===== src/rtl/regfile_wb_arbiter.sv =====
// Arbitrates the register file's single write port between CPU writeback and a
// queue of GPU register writes. A starvation counter forces a GPU grant past STARVE_LIMIT.
module regfile_wb_arbiter #(
    parameter int ADDR_WIDTH   = 64,
    parameter int REG_NUM      = 32,
    parameter int FIFO_DEPTH   = 4,
    parameter int STARVE_LIMIT = 8,
    localparam int RW = $clog2(REG_NUM),
    localparam int CW = $clog2(FIFO_DEPTH) + 1
) (
    input  logic                  clk,
    input  logic                  reset,
    input  logic                  cpu_w_en,
    input  logic [RW-1:0]         cpu_w_rd,
    input  logic [ADDR_WIDTH-1:0] cpu_w_result,
    input  logic                  gpu_req_valid,
    output logic                  gpu_req_ready,
    input  logic [RW-1:0]         gpu_req_rd,
    input  logic [ADDR_WIDTH-1:0] gpu_req_data,
    output logic                  cpu_stall,
    output logic                  w_en,
    output logic [RW-1:0]         w_rd,
    output logic [ADDR_WIDTH-1:0] w_result,
    output logic                  w_src,
    output logic [CW-1:0]         fifo_count
);

    localparam int PW = $clog2(FIFO_DEPTH);
    localparam int SW = $clog2(STARVE_LIMIT + 1);
    localparam logic [CW-1:0] DEPTH_C = CW'(FIFO_DEPTH);
    localparam logic [SW-1:0] LIMIT_C = SW'(STARVE_LIMIT);

    logic [RW-1:0]         entry_rd   [FIFO_DEPTH];
    logic [ADDR_WIDTH-1:0] entry_data [FIFO_DEPTH];

    logic [PW-1:0] rd_ptr_reg, rd_ptr_next;
    logic [PW-1:0] wr_ptr_reg, wr_ptr_next;
    logic [CW-1:0] count_reg, count_next;
    logic [SW-1:0] starve_reg, starve_next;

    logic                  queue_nonempty;
    logic                  force_grant;
    logic                  gpu_grant;
    logic                  cpu_grant;
    logic                  push;
    logic                  pop;
    logic [RW-1:0]         head_rd;
    logic [ADDR_WIDTH-1:0] head_data;

    assign queue_nonempty = (count_reg != '0);
    assign force_grant    = (starve_reg == LIMIT_C) && queue_nonempty;

    // Ready comes only from the registered count, so a pop never frees a slot in the same cycle.
    assign gpu_req_ready = reset && (count_reg < DEPTH_C);
    assign push          = gpu_req_valid && gpu_req_ready;

    assign gpu_grant = force_grant || (!cpu_w_en && queue_nonempty);
    assign cpu_grant = !force_grant && cpu_w_en;
    assign pop       = gpu_grant;

    assign head_rd   = entry_rd[rd_ptr_reg];
    assign head_data = entry_data[rd_ptr_reg];

    assign cpu_stall  = force_grant;
    assign fifo_count = count_reg;

    always_comb begin
        rd_ptr_next = rd_ptr_reg;
        wr_ptr_next = wr_ptr_reg;
        count_next  = count_reg;
        if (push) begin
            wr_ptr_next = wr_ptr_reg + 1'b1;
        end
        if (pop) begin
            rd_ptr_next = rd_ptr_reg + 1'b1;
        end
        case ({push, pop})
            2'b10:   count_next = count_reg + 1'b1;
            2'b01:   count_next = count_reg - 1'b1;
            default: count_next = count_reg;
        endcase
    end

    always_comb begin
        starve_next = starve_reg;
        if (gpu_grant || (count_next == '0)) begin
            starve_next = '0;
        end else if (cpu_grant && queue_nonempty && (starve_reg != LIMIT_C)) begin
            starve_next = starve_reg + 1'b1;
        end
    end

    // Queue storage carries no reset; only the pointers and count define validity.
    always_ff @(posedge clk) begin
        if (push) begin
            entry_rd[wr_ptr_reg]   <= gpu_req_rd;
            entry_data[wr_ptr_reg] <= gpu_req_data;
        end
    end

    always_ff @(posedge clk or negedge reset) begin
        if (!reset) begin
            rd_ptr_reg <= '0;
            wr_ptr_reg <= '0;
            count_reg  <= '0;
            starve_reg <= '0;
        end else begin
            rd_ptr_reg <= rd_ptr_next;
            wr_ptr_reg <= wr_ptr_next;
            count_reg  <= count_next;
            starve_reg <= starve_next;
        end
    end

    // Writes to x0 still update w_rd/w_result/w_src but never raise w_en.
    always_ff @(posedge clk or negedge reset) begin
        if (!reset) begin
            w_en     <= 1'b0;
            w_rd     <= '0;
            w_result <= '0;
            w_src    <= 1'b0;
        end else if (gpu_grant) begin
            w_en     <= (head_rd != '0);
            w_rd     <= head_rd;
            w_result <= head_data;
            w_src    <= 1'b1;
        end else if (cpu_grant) begin
            w_en     <= (cpu_w_rd != '0);
            w_rd     <= cpu_w_rd;
            w_result <= cpu_w_result;
            w_src    <= 1'b0;
        end else begin
            w_en     <= 1'b0;
        end
    end

endmodule


===== config.mk =====
export PLATFORM = sky130hd
export DESIGN_NAME = regfile_wb_arbiter
export DESIGN_NICKNAME = d
export VERILOG_FILES = /design/src/rtl/regfile_wb_arbiter.sv
export SDC_FILE = /design/constraint.sdc
export NUM_CORES = 1
export LEC_CHECK = 0
export ABC_CLOCK_PERIOD_IN_PS = 3400
export BUFFER_PORTS_ARGS = -buffer_cell sky130_fd_sc_hd__buf_4
export CAP_MARGIN = 20
export CORE_UTILIZATION = 56
export DETAILED_ROUTE_END_ITERATION = 8
export PLACE_DENSITY = 0.79
export SLEW_MARGIN = 20
export SYNTH_ARGS = -nofsm -noshare
export SYNTH_HDL_FRONTEND = slang
export SYNTH_SLANG_ARGS = --single-unit

===== constraint.sdc =====
create_clock -name clk -period 3.4 [get_ports clk]
set_clock_uncertainty 0.05 [all_clocks]
set_input_delay 0 -clock clk [delete_from_list [all_inputs] [get_ports clk]]
set_output_delay 0 -clock clk [all_outputs]
set_load 0.05 [all_outputs]

# Yosys cells after proc, flatten, opt, wreduce, memory -nomap -nowiden
# Memories as Yosys holds them, arrays and structs flattened.
# Cells that the tools add are included.
classes:
  add_sub_neg: 5
  n_lt_le_gt_ge: 1
  eq_ne: 4
  mux: 13
  n_reduce_logical: 17
ops:
  columns: ["op", "count"]
  rows:
  - ["two-way mux 64 bit", 2]
  - ["two-way mux 5 bit", 2]
  - ["nonzero test 5 bit", 2]
  - ["two-way mux 4 bit", 2]
  - ["logical AND 1 bit", 7]
  - ["two-way mux 1 bit", 6]
  - ["case mux 3 bit (2 select lines)", 1]
  - ["adder 2 x 1 -> 2 bit, second input constant", 2]
  - ["adder 4 x 1 -> 4 bit, second input constant", 1]
  - ["== test 4 bit, second input constant", 1]
  - ["inequality test 4 bit, second input constant", 1]
  - ["nonzero test 2 bit", 2]
  - ["adder 3 x 1 -> 3 bit, second input constant", 1]
  - ["zero test 3 bit", 1]
  - ["less-than comparator 3 bit, second input constant", 1]
  - ["nonzero test 3 bit", 1]
  - ["subtractor 3 x 1 -> 3 bit, second input constant", 1]
  - ["== test 2 x 1 -> 1 bit, second input constant", 1]
  - ["== test 2 bit, second input constant", 1]
  - ["zero test 1 bit", 2]
  - ["logical OR 1 bit", 2]
totals:
  reg_bits: 82
  ramBits: 276
  in_bits: 142
  elab_cells: 50
  memories: 2
memory_table:
  columns: ["name", "depth", "word_bits", "read_ports", "rd_clocked_by_memory_dff", "wr", "line_no", "text"]
  rows:
  - ["entry_data", 4, 64, 1, 0, 1, "34", "logic [ADDR_WIDTH-1:0] entry_data [FIFO_DEPTH];"]
  - ["entry_rd", 4, 5, 1, 0, 1, "33", "logic [RW-1:0] entry_rd [FIFO_DEPTH];"]

# Depth between registers and ports, before layout
depth:
  ltp_word: 8
  depth_mapped: 13
  mapped_depth_nobuf: 11

# Worst setup path after synthesis
# OpenSTA, ideal clock, no wires.
synth_timing:
  path_kind: "flip-flop to flip-flop"
  start: "register count_reg[2], in the netlist fifo_count[2]"
  end: "memory entry_data[0][0], enable pin"
  setup_time_ns: 0.435
  arrival_ns: 3.292
  path_slack_ns: -0.377
  stages_incl_launch_ff: 3
  path_buffers: 0
  period_less_slack_ns: 3.777
  path_cell_list: "dfrtp_1 > nor2b_1 > and3_1"
synth_via:
  elab_chain_len: 5
synth_lines:
  columns: ["element", "line_no", "text"]
  rows:
  - ["from (decl)", "38", "logic [CW-1:0] count_reg, count_next;"]
  - ["from (signal assigned)", "110", "count_reg <= count_next;"]
  - ["less-than comparator 3 bit", "54", "assign gpu_req_ready = reset && (count_reg < DEPTH_C);"]
  - ["logical AND 1 bit", "54", null]
  - ["net gpu_req_ready", "17", "output logic gpu_req_ready,"]
  - ["logical AND 1 bit", "55", "assign push = gpu_req_valid && gpu_req_ready;"]
  - ["two-way mux 1 bit", "95", "if (push) begin"]
  - ["two-way mux 1 bit (implied by the code)", "97", "entry_data[wr_ptr_reg] <= gpu_req_data;"]
  - ["to (decl)", "34", null]
# The timed path passes the listed nets, and every way through them passes these cells.

# Worst setup path after layout
layout_timing:
  start: "register rd_ptr_reg[0]"
  end: "register w_en"
layout_via:
  elab_chain_len: 3
layout_lines:
  columns: ["element", "line_no", "text"]
  rows:
  - ["from (decl)", "36", "logic [PW-1:0] rd_ptr_reg, rd_ptr_next;"]
  - ["from (signal assigned)", "108", "rd_ptr_reg <= rd_ptr_next;"]
  - ["memory (4 x 5 bit)", null, null]
  - ["nonzero test 5 bit", "123", "w_en <= (head_rd != '0);"]
  - ["two-way mux 1 bit", "122", "end else if (gpu_grant) begin"]
  - ["to (signal assigned)", "123", null]
  - ["to (signal assigned)", "128", "w_en <= (cpu_w_rd != '0);"]
  - ["to (decl)", "21", "output logic w_en,"]
# No other way between the ends.
# A chain may end at the register's enable or synchronous reset.

==> results.tsv <==
stage	metric	value	unit
placement	place_congestion	0.7582	
detailed_routing	routed_via_density	5.557	
sta	hold_viol_final	0	
clocking	worstSkewPairLatency	0.53	ns
layout	largest_register_ffs	256	
synth	ys_types	38	
layout	top_register	entry_data	
detailed_routing	wire_per_inst	20.92	microns
detailed_routing	drt_iter0_drc	568	
global_route	grt_pass1_wl	48.51	mm
power	p_leak	6.962	nW
critical_path	r2r-start	rd_ptr_reg[0]$_DFFE_PN0N_	
layout	drive_above_1_share	31.63	%
clocking	clockRootBuffer	clkbuf_16	
clocking	ctsLongestPathBuffers	3	
sta	layout_worst_path_cycle_share	83.38	%
clocking	cts_tree	done	
sta	fmax	0.3527	GHz
critical_path	crit_end	w_en$_DFF_PN0_	
sta	whs	0.08483	ns
flow_run	cap_violations	0	
clocking	htree_levels	2	
clocking	cts_hold_buf	146	
sta	rsz0062_at_grt	no	
synth	ys_seq_area_share	74.60	%
synth	yosysWarnings	0	
critical_path	path_cells	mux4_2, or4_1, o21ai_1, o21ai_1, dlygate4sd3_1	
critical_path	endpoint_kind	flop	
global_route	first_global_vias	9028	
placement	dp_hpwl	17.08	mm
clocking	cts-buffers-inserted	37	
layout	final_util	76.58	%
floorplanning	core_region_area	0.02432	sq mm
synth	syn_area	0.01386	sq mm
layout	biggestRegsByFlops	entry_data x256, w_result x64, entry_rd x20	
run_status	outcome	complete, no violations	
power	power_density	832.0	mW/mm^2
synth	synth_cells	752	
floorplanning	die_w	159.3	microns
sta	drv_slew	0	
synth	syn_nets	902	
synth	synthFlopType	edfxtp_1	
critical_path	r2r_slack	0.56	ns
synth	ys_ff_latch	358	
sta	setup_viol	0	
layout	layout_commonest_cell	edfxtp_1	
floorplanning	rows	57	
detailed_routing	vias	8247	
global_route	grt_overflow	0	
clocking	clock_sinks	358	
synth	syn_avg_cell_area	18.43	sq um
critical_path	cp.buffers_inverters	1	
min_path	hp-class	in -> async	
layout	final_cell_mix	276 x edfxtp_1, 225 x buf_4, 146 x dlygate4sd3_1	
global_route	grtUsageTotal	25.16	%
critical_path	worstPathMaxFanout	18	
detailed_routing	drt_pre_antenna_iters	6	
floorplanning	initial_core_util	56.99	%
layout	fin_nets	1278	
clocking	post_cts_resized	0	
critical_path	rr_endpoint	w_en$_DFF_PN0_	
sta	fin_crit	2.835	ns
critical_path	critical-path-top-delay-family	flip-flops	
global_route	antenna_found_initial	3	
critical_path	reg2reg_depth	5	
layout	syn_to_final_growth	34.36	%
critical_path	max_stage_delay	0.65	ns
critical_path	cp-startpoint	rd_ptr_reg[0]$_DFFE_PN0N_	
floorplanning	die_area	0.02538	sq mm
critical_path	cp_data_arrival_time	3.17	ns
floorplanning	die_h	159.3	microns
synth	synth-edff-count	276	
critical_path	start_kind	flop	
sta	setup_tns	0	ns
synth	synth-async-reset-ratio	22.91	%
clocking	clkTransAtPathRegs	0.06	ns
clocking	post-cts-setup-buffer-count	0	
placement	io_buffer_count	217	
critical_path	slowest_stage	dfrtp_4	
power	peakVddDrop	735.0	uV
critical_path	cp.depth	5	
critical_path	critPathRequiredTime	3.74	ns
global_route	grt_max_degree	73	
floorplanning	pin_count	218	
critical_path	crit_top_cell	o21ai_1	
sta	maxSlewHeadroom	53.30	%
detailed_routing	routed_wl	31.04	mm
detailed_routing	final_antenna_net_count	0	
sta	worst_pin_slew	0.6931	ns
detailed_routing	drc	0	
critical_path	path_class	reg -> reg	
==> worst min path at each step <==
stage | from | end
after CTS | reset | starve_reg[2]$_DFFE_PN0P_
after global routing | reset | starve_reg[2]$_DFFE_PN0P_
after global placement | reset | starve_reg[2]$_DFFE_PN0P_
after detailed placement | reset | starve_reg[2]$_DFFE_PN0P_
after floorplan | reset | fifo_count[0]$_DFF_PN0_
final | reset | starve_reg[2]$_DFFE_PN0P_
==> metrics by stage <==
stage | setup WS [ns] | std cells | power, mW | instance area [sq um]
4_1_cts | 0.6537 | 1481 | 15.47 | 18620
5_1_grt | 0.4568 | 1483 | 16.08 | 18620
3_3_place_gp | 0.8177 | 1267 | 11.16 | 15930
6_report | 0.5649 | 1484 | 15.49 | 18620
3_5_place_dp | 0.7026 | 1267 | 11.30 | 15930
2_1_floorplan | 0.2438 | 752 | 9.685 | 13870
==> power by group <==
part	switching, mW	internal, mW
sequential	0.530	5.50
combinational	3.32	2.10
clock	1.60	2.44
==> synth_stat cells, types with 3 or more instances <==
library cell	n	area, sq um
buf_4	3	22.52
xnor2_1	3	26.28
mux2i_1	65	650.6
nor2_1	4	15.01
mux4_2	69	1554
and3_1	4	25.02
buf_2	21	105.1
clkbuf_1	12	45.04
edfxtp_1	276	8288
inv_1	11	41.29
a31oi_1	4	25.02
nand2_1	82	307.8
o21ai_0	75	375.4
dfrtp_1	82	2052
o22ai_1	4	25.02
ha_1	7	87.58
==> tightest hold or removal path: stages <==
cell           delay [ns]
dlygate4sd3_1        0.53
buf_4                0.11
buf_4                0.46
==> per-layer routing <==
metal | up-vias | track usage, % | share of wire, %
li1 | 3688 | - | -
met1 | 4178 | 31.24 | 39
met2 | 318 | 45.14 | 54
met3 | 63 | 3.907 | 5.2
met4 | 0 | 8.785 | 2.4
met5 | - | 0 | 0
==> cell type report <==
cell class              count  area, sq um
inverters                  11        41.29
clock buffers              60         1135
well taps                 324        405.4
multi-input cells         343         3322
flip-flops and latches    358        10350
fillers                  1283         5697
repair buffers            377         3271
clock inverters             8        93.84
diodes                      3        7.507
==> cells by family (layout without fill, tap and decap cells) <==
group / after synthesis / after routing / share of synthesized area, %
flip-flops: 358 / 358 / 74.60
buffers and inverters: 51 / 456 / 1.733
multiplexers: 134 / 134 / 15.91
XOR/XNOR: 5 / 5 / 0.3160
adder cells (fa/ha/maj): 8 / 8 / 0.7763
AO/OA/AOI/OAI: 91 / 91 / 3.439
other: 0 / 3 / 0
AND/OR/NAND/NOR: 105 / 105 / 3.232
Note: power is estimated with default switching activity, not from simulation.
